## config.mk

```make
export PLATFORM = sky130hd
export DESIGN_NAME = div_sub_ctrl_flat
export DESIGN_NICKNAME = d
export VERILOG_FILES = /design/src/rtl/div_sub_ctrl_if.sv /design/src/rtl/div_sub_ctrl.sv /design/src/flat_wrapper.sv
export SDC_FILE = /design/constraint.sdc
export NUM_CORES = 1
export LEC_CHECK = 0
export CAP_MARGIN = 20
export CORE_ASPECT_RATIO = 1.5
export CORE_MARGIN = 2
export CORE_UTILIZATION = 55
export DETAILED_ROUTE_END_ITERATION = 7
export HOLD_SLACK_MARGIN = 0.1
export PLACE_DENSITY = 0.84
export RECOVER_POWER = 25
export SYNTH_ARGS = -nofsm -noshare
export SYNTH_HDL_FRONTEND = slang
export SYNTH_SLANG_ARGS = --single-unit
```

## constraint.sdc

```tcl
create_clock -name clock -period 3.35 [get_ports clock]
set_input_delay 0.5025 -clock clock [delete_from_list [all_inputs] [get_ports clock]]
set_output_delay 0.5025 -clock clock [all_outputs]
set_load 0.01 [all_outputs]
```

## src/rtl/div_sub_ctrl_if.sv

```systemverilog
// Port bundle for div_sub_ctrl: start/result handshake plus the shared subtractor connection.
interface div_sub_ctrl_if;
  logic        ctrl_DIV;
  logic [31:0] data_operandA;
  logic [31:0] data_operandB;
  logic [31:0] sub_a;
  logic [31:0] sub_b;
  logic [31:0] sub_out;
  logic [31:0] data_result;
  logic        data_exception;
  logic        data_resultRDY;
  logic        busy;

  modport slave (
    input  ctrl_DIV, data_operandA, data_operandB, sub_out,
    output sub_a, sub_b, data_result, data_exception, data_resultRDY, busy
  );

  modport master (
    output ctrl_DIV, data_operandA, data_operandB, sub_out,
    input  sub_a, sub_b, data_result, data_exception, data_resultRDY, busy
  );
endinterface

```

## src/rtl/div_sub_ctrl.sv

```systemverilog
// Signed 32-bit restoring divider that time-shares one external combinational subtractor
// for operand negation, the 32 iteration steps and final sign correction.
module div_sub_ctrl (
  input  logic            clock,
  input  logic            reset,
  div_sub_ctrl_if.slave   bus
);
  typedef enum logic [2:0] {
    S_IDLE, S_NEGA, S_NEGB, S_ITER, S_FIX, S_DONE
  } state_t;

  state_t      r_state, w_next;
  logic [31:0] r_a, r_b, r_r, r_q, r_d;
  logic        r_neg;
  logic [5:0]  r_cnt;
  logic [31:0] r_result;
  logic        r_exc;

  logic [31:0] w_sub_a, w_sub_b, w_t;
  logic        w_bw;

  assign w_t = {r_r[30:0], r_q[31]};
  // Borrow of the unsigned 32-bit subtraction T - D, rebuilt from sign bits and the result MSB.
  assign w_bw = (~w_t[31] & r_d[31]) | (~(w_t[31] ^ r_d[31]) & bus.sub_out[31]);

  always_comb begin
    w_next  = r_state;
    w_sub_a = '0;
    w_sub_b = '0;
    case (r_state)
      S_IDLE: begin
        if (bus.ctrl_DIV)
          w_next = (bus.data_operandB == '0) ? S_DONE : S_NEGA;
      end
      S_NEGA: begin
        w_sub_b = r_a;
        w_next  = S_NEGB;
      end
      S_NEGB: begin
        w_sub_b = r_b;
        w_next  = S_ITER;
      end
      S_ITER: begin
        w_sub_a = w_t;
        w_sub_b = r_d;
        if (r_cnt == 6'd31)
          w_next = S_FIX;
      end
      S_FIX: begin
        w_sub_b = r_q;
        w_next  = S_DONE;
      end
      S_DONE: w_next = S_IDLE;
      default: w_next = S_IDLE;
    endcase
  end

  always_ff @(posedge clock or negedge reset) begin
    if (!reset)
      r_state <= S_IDLE;
    else
      r_state <= w_next;
  end

  always_ff @(posedge clock or negedge reset) begin
    if (!reset) begin
      r_a      <= '0;
      r_b      <= '0;
      r_r      <= '0;
      r_q      <= '0;
      r_d      <= '0;
      r_neg    <= 1'b0;
      r_cnt    <= '0;
      r_result <= '0;
      r_exc    <= 1'b0;
    end else begin
      case (r_state)
        S_IDLE: begin
          if (bus.ctrl_DIV) begin
            if (bus.data_operandB == '0) begin
              r_result <= '0;
              r_exc    <= 1'b1;
            end else begin
              r_a   <= bus.data_operandA;
              r_b   <= bus.data_operandB;
              r_neg <= bus.data_operandA[31] ^ bus.data_operandB[31];
              r_r   <= '0;
              r_cnt <= '0;
            end
          end
        end
        S_NEGA: r_q <= r_a[31] ? bus.sub_out : r_a;
        S_NEGB: r_d <= r_b[31] ? bus.sub_out : r_b;
        S_ITER: begin
          r_r   <= w_bw ? w_t : bus.sub_out;
          r_q   <= {r_q[30:0], ~w_bw};
          r_cnt <= r_cnt + 6'd1;
        end
        S_FIX: begin
          r_result <= r_neg ? bus.sub_out : r_q;
          r_exc    <= 1'b0;
        end
        default: ;
      endcase
    end
  end

  assign bus.sub_a          = w_sub_a;
  assign bus.sub_b          = w_sub_b;
  assign bus.data_result    = r_result;
  assign bus.data_exception = r_exc;
  assign bus.data_resultRDY = (r_state == S_DONE);
  assign bus.busy           = (r_state != S_IDLE);
endmodule

```

## src/flat_wrapper.sv

```systemverilog
// flat-port wrapper written by rule: the top's interface ports become plain ports
module div_sub_ctrl_flat 
  (clock, reset, bus_ctrl_DIV, bus_data_operandA, bus_data_operandB, bus_sub_out, bus_sub_a, bus_sub_b, bus_data_result, bus_data_exception, bus_data_resultRDY, bus_busy);
  div_sub_ctrl_if bus_i ();
  input  logic clock;
  input  logic reset;
  input wire logic [$bits(bus_i.ctrl_DIV)-1:0] bus_ctrl_DIV;
  input wire logic [$bits(bus_i.data_operandA)-1:0] bus_data_operandA;
  input wire logic [$bits(bus_i.data_operandB)-1:0] bus_data_operandB;
  input wire logic [$bits(bus_i.sub_out)-1:0] bus_sub_out;
  output wire logic [$bits(bus_i.sub_a)-1:0] bus_sub_a;
  output wire logic [$bits(bus_i.sub_b)-1:0] bus_sub_b;
  output wire logic [$bits(bus_i.data_result)-1:0] bus_data_result;
  output wire logic [$bits(bus_i.data_exception)-1:0] bus_data_exception;
  output wire logic [$bits(bus_i.data_resultRDY)-1:0] bus_data_resultRDY;
  output wire logic [$bits(bus_i.busy)-1:0] bus_busy;
  assign bus_i.ctrl_DIV = bus_ctrl_DIV;
  assign bus_i.data_operandA = bus_data_operandA;
  assign bus_i.data_operandB = bus_data_operandB;
  assign bus_i.sub_out = bus_sub_out;
  assign bus_sub_a = bus_i.sub_a;
  assign bus_sub_b = bus_i.sub_b;
  assign bus_data_result = bus_i.data_result;
  assign bus_data_exception = bus_i.data_exception;
  assign bus_data_resultRDY = bus_i.data_resultRDY;
  assign bus_busy = bus_i.busy;
  div_sub_ctrl u_core (.clock(clock), .reset(reset), .bus(bus_i));
endmodule
```

-- Word level (Yosys, flattened, before mapping)
Index checks and enable logic that the tools add are counted.
- register bits: 202
- word-level logic and storage cells: 63
- output and inout bits: 99
- input port bits: 99
- mux-type cells: 23
- reductions and logical operators: 10
- equal/unequal tests: 10
- bitwise logic cells: 9
- add/subtract/negate cells: 1
- operators with widths (operator ; count):
    two-way mux 32 bit ; 6
    one-hot mux 32 bit (2 select lines) ; 2
    one-hot mux 32 bit (4 select lines) ; 1
    two-way mux 31 bit ; 3
    one-hot mux 31 bit (2 select lines) ; 1
    zero test 32 bit ; 1
    one-hot mux 3 bit (5 select lines) ; 1
    two-way mux 6 bit ; 2
    one-hot mux 6 bit (2 select lines) ; 1
    two-way mux 3 bit ; 3
    AND reduction 3 bit ; 3
    adder 6 x 1 -> 6 bit, second input constant ; 1
    equality test 3 x 2 -> 1 bit, second input constant ; 2
    equality test 3 bit, second input constant ; 2
    equality test 6 x 5 -> 1 bit, second input constant ; 1
    nonzero test 2 bit ; 3
    inequality test 2 x 1 -> 1 bit, second input constant ; 2
    inequality test 2 bit, second input constant ; 2
    NOT 1 bit ; 4
    equality test 3 x 1 -> 1 bit, second input constant ; 1
    zero test 3 bit ; 1
    nonzero test 3 bit ; 1
    AND 1 bit ; 2
    two-way mux 1 bit ; 2
    other kinds (4) ; 5

-- Longest topological paths before layout
- word-level depth: 6
- mapped depth: 8
- mapped depth without buffers: 5

-- Worst setup path after synthesis
OpenSTA, ideal clock, no wires.
- path kind: reg-to-output
- from: register u_core.r_state[0]
- to: output bus_sub_b[0]
- setup slack: 1321 ps
- stages on the path, launching flop included: 7
- path buffers: 3
- arrival: 1526 ps
- required time: 2847 ps
- path through: dfrtp_1 > buf_2 > nand2b_1 > clkbuf_1 > nor2_1 > clkbuf_1 > a221o_1
- word-level cells in the longest chain between the ends: 2
- elaborated cells on any way between the ends: 5
- those cells by class: 4 x eq/ne; 1 x mux
- RTL lines (element ; RTL line ; RTL):
    start: declaration ; div_sub_ctrl.sv:12 ; state_t r_state, w_next;
    start signal: assignment ; div_sub_ctrl.sv:62 ; r_state <= w_next;
    equality test 3 bit, or another cell as far along ; div_sub_ctrl.sv:30 ; case (r_state)
    one-hot mux 32 bit (4 select lines) * ; div_sub_ctrl.sv:30 ;
    end: declaration ; flat_wrapper.sv:12 ; output wire logic [$bits(bus_i.sub_b)-1:0] bus_sub_b;
Every way passes the cells marked *; elsewhere a longest branch is shown, timed or not.

-- Final worst setup path
- from: register u_core.r_state[2]
- to: output bus_sub_b[13]
The elaborated chain is that of the path after synthesis.

==> impl_metrics.json <==
{
  "outcome": "finished, violations left",
  "violations": "capacitance limit, slew limit",
  "gp_congestion": 0.838,
  "p_per_area_nw_per_um2": 886,
  "first_pass_iters": 5,
  "vias": 8504,
  "power_w": 0.0115,
  "drt_iter0_markers": 597,
  "tightest_slew_ns": 2.25,
  "hpwl_um": 19400,
  "finalNetCount": 1232,
  "detail_route.wl_per_cell_um": 21.6,
  "finalClockSkew_ns": 0.00826,
  "criticalPathCategory": "reg2out",
  "rows": 60,
  "cts_made_buffers": 20,
  "drv_cap": 1,
  "insertion_delay_ns": 0.49,
  "synth-seq-area-share_pct": 50.1,
  "finalHoldViolCount": 0,
  "cts_root_buf": "clkbuf_16",
  "tns_ns": 0,
  "whs_path_depth": 1,
  "drc": 0,
  "grt_pass1_vias": 8875,
  "ir_drop_mv": 0.484,
  "max_clock_freq_ghz": 0.308,
  "period_minus_slack_ns": 3.25,
  "syn_area_um2": 10100,
  "startpoint": "u_core.r_state[2]",
  "leakage_nw": 5.66,
  "avgSynthCellArea_um2": 10.5,
  "grt.overflow.total": 0,
  "critPathArrivalTime_ns": 2.74,
  "grt_pass1_wl_um": 46400,
  "fillerInstances": 1268,
  "rsz0062_at_grt": "no",
  "synth_ff_type": "dfrtp_1",
  "synth_cell_types": 39,
  "die_h_um": 170,
  "ff2ff_setup_slack_ns": 1.08,
  "slew_headroom_pct": -49.8,
  "ant_nets": 0,
  "clock_sinks": 202,
  "vias_per_cell": 6.24,
  "grt_usage_pct": 30.3,
  "antenna_found_initial": 1,
  "crit_end": "bus_sub_b[13]",
  "start_kind": "register",
  "hp-class": "reg2reg",
  "synth_warnings": 0,
  "synth_edf_count": 0,
  "slew_violations": 88,
  "path_clk_slew_ns": 0.06,
  "port-buffer-count": 197,
  "grt_max_degree": 88,
  "drive_gt1_share_pct": 7.43,
  "r2r_start": "u_core.r_state[0]",
  "reg2regPathDepth": 5,
  "end_kind": "primary output",
  "synth-seq-cells": 202,
  "r2r-end": "u_core.r_a[28]",
  "async_flop_share_pct": 100,
  "coreArea_um2": 17900,
  "ios": 198,
  "dieArea_um2": 19500,
  "cp.required_ns": 2.85,
  "cts_tree": "done",
  "syn_inst": 962,
  "synthToLayoutAreaGrowth_pct": 29.1,
  "postCtsSetupRepairBufs": 0,
  "fin_crit_sh_pct": 96.9,
  "final-setup-viol-count": 0,
  "clk_path_buf_depth": 3,
  "syn-num-nets": 1063,
  "start_util_pct": 56.3,
  "routed_wl_um": 29500,
  "ctsHtreeMaxLevel": 1,
  "cp_max_fo": 42,
  "die_x_um": 115
}
-- cell type report --
cell class / instances / area [µm²] / share of cell area [%]
timing repair buffer: 233 / 2330 / 17.8
sequential: 202 / 5060 / 38.8
tap: 217 / 272 / 2.08
inverter: 2 / 7.51 / 0.0576
antenna: 1 / 2.50 / 0.0192
clock buffer: 28 / 592 / 4.54
clock inverter: 7 / 62.6 / 0.480
multi-input combinational: 672 / 4710 / 36.1
-- how the worst min path moves through the flow --
stage | startpoint | end
after floorplan | reset | u_core.bus.data_exception
after global placement | u_core.bus.data_exception | u_core.bus.data_exception
after detailed placement | u_core.bus.data_exception | u_core.bus.data_exception
after CTS | u_core.bus.data_exception | u_core.bus.data_exception
after global routing | u_core.r_b[5] | u_core.r_b[5]
final | u_core.bus.data_exception | u_core.bus.data_exception
-- metrics by stage --
step | area [µm²] | setup slack, ns | hold slack [ns] | util [%] | cells
final | 13000 | 0.105 | 0.503 | 72.6 | 1362
after global routing | 13000 | 0.0324 | 0.538 | 72.6 | 1362
after CTS | 13000 | 0.0318 | 0.502 | 72.5 | 1360
after detailed placement | 12400 | 0.315 | 0.479 | 68.8 | 1324
after global placement | 12400 | 0.387 | 0.487 | 68.8 | 1324
after floorplan | 10100 | 1.32 | 0.207 | - | 962
-- cell usage in the layout, fill, tap and decap left out, types with 32 or more instances in the layout --
| cell type | synthesis | layout |
|---|---|---|
| a21oi_1 | 64 | 64 |
| and2_1 | 33 | 32 |
| clkdlybuf4s50_1 | 0 | 196 |
| dfrtp_1 | 202 | 198 |
| mux2_1 | 64 | 64 |
| mux2i_1 | 125 | 125 |
| nand2_1 | 107 | 106 |
| nor2_1 | 68 | 67 |
| o21ai_0 | 39 | 39 |
| o22ai_1 | 63 | 63 |
-- critical path, cell delays in order (launching register included) --
cell             delay (ns)
dfrtp_1                0.55
and3b_4                0.52
buf_12                 0.25
a22o_1                 0.17
a221o_1                0.12
clkdlybuf4s50_1        0.62
-- repair_timing --
action,4_1_cts,5_1_grt
hold endpoints to repair,15,0
endpoints found under the setup margin,0,24
resized for setup,0,3
hold buffers,1,0
-- routing by layer --
| metal | share of wire (%) | global-route usage, % | wire length (µm) | vias up |
|---|---|---|---|---|
| met5 | 0 | 0 | 0 | - |
| met1 | 38 | 36.3 | 11200 | 4231 |
| met4 | 4.6 | 15.5 | 1370 | 0 |
| met3 | 5.5 | 3.95 | 1630 | 93 |
| met2 | 52 | 52.9 | 15300 | 347 |
| li1 | - | - | - | 3833 |
-- sequential cells by signal (all words and copies together) (netlist names) --
signal / flops
u_core.r_r: 31
u_core.r_state: 3
u_core.r_d: 32
u_core.bus.data_exception: 1
u_core.r_b: 32
u_core.r_a: 32
u_core.r_neg: 1
u_core.bus.data_result: 32
u_core.r_cnt: 6
u_core.r_q: 32
-- cell families after synthesis --
group                      share of synthesized area, %
buffers and inverters                              3.68
xor gates and xnor gates                         0.0868
DFF                                                50.1
AOI/OAI and AO/OA                                  15.7
muxes                                              19.6
and+or+nand+nor                                    10.6
adders and majority gates                         0.248
-- report_power, final --
part | switching, W | leakage, nW | total (W) | internal, W
clock | 0.000955 | 0.325 | 0.00226 | 0.00131
combinational | 0.00250 | 2.92 | 0.00529 | 0.00279
sequential | 0.000717 | 2.41 | 0.00399 | 0.00328
-- synthesized netlist by cell type, types with 2 or more instances --
master    count  area (µm²)
a21oi_1      64         320
nor2_1       68         255
a221o_1      30         300
buf_4         7        52.6
and3_1        3        18.8
o21ai_0      39         195
inv_1         2        7.51
mux2_1       64         721
mux2i_1     125        1250
and2_1       33         206
buf_1         9        33.8
nand3_1       3        15.0
o22ai_1      63         394
dfrtp_1     202        5050
ha_1          2        25.0
nand2_1     107         402
nand2b_1      2        12.5
nor4_1        8        50.1
a311o_1       3        30.0
nor3_1        6        30.0
clkbuf_1     58         218
nand4_1       2        12.5
a22oi_1       4        30.0
buf_2        12        60.1
a22o_1       30         263
nand3b_1      3        22.5
Note: power is estimated with default switching activity, not from simulation.
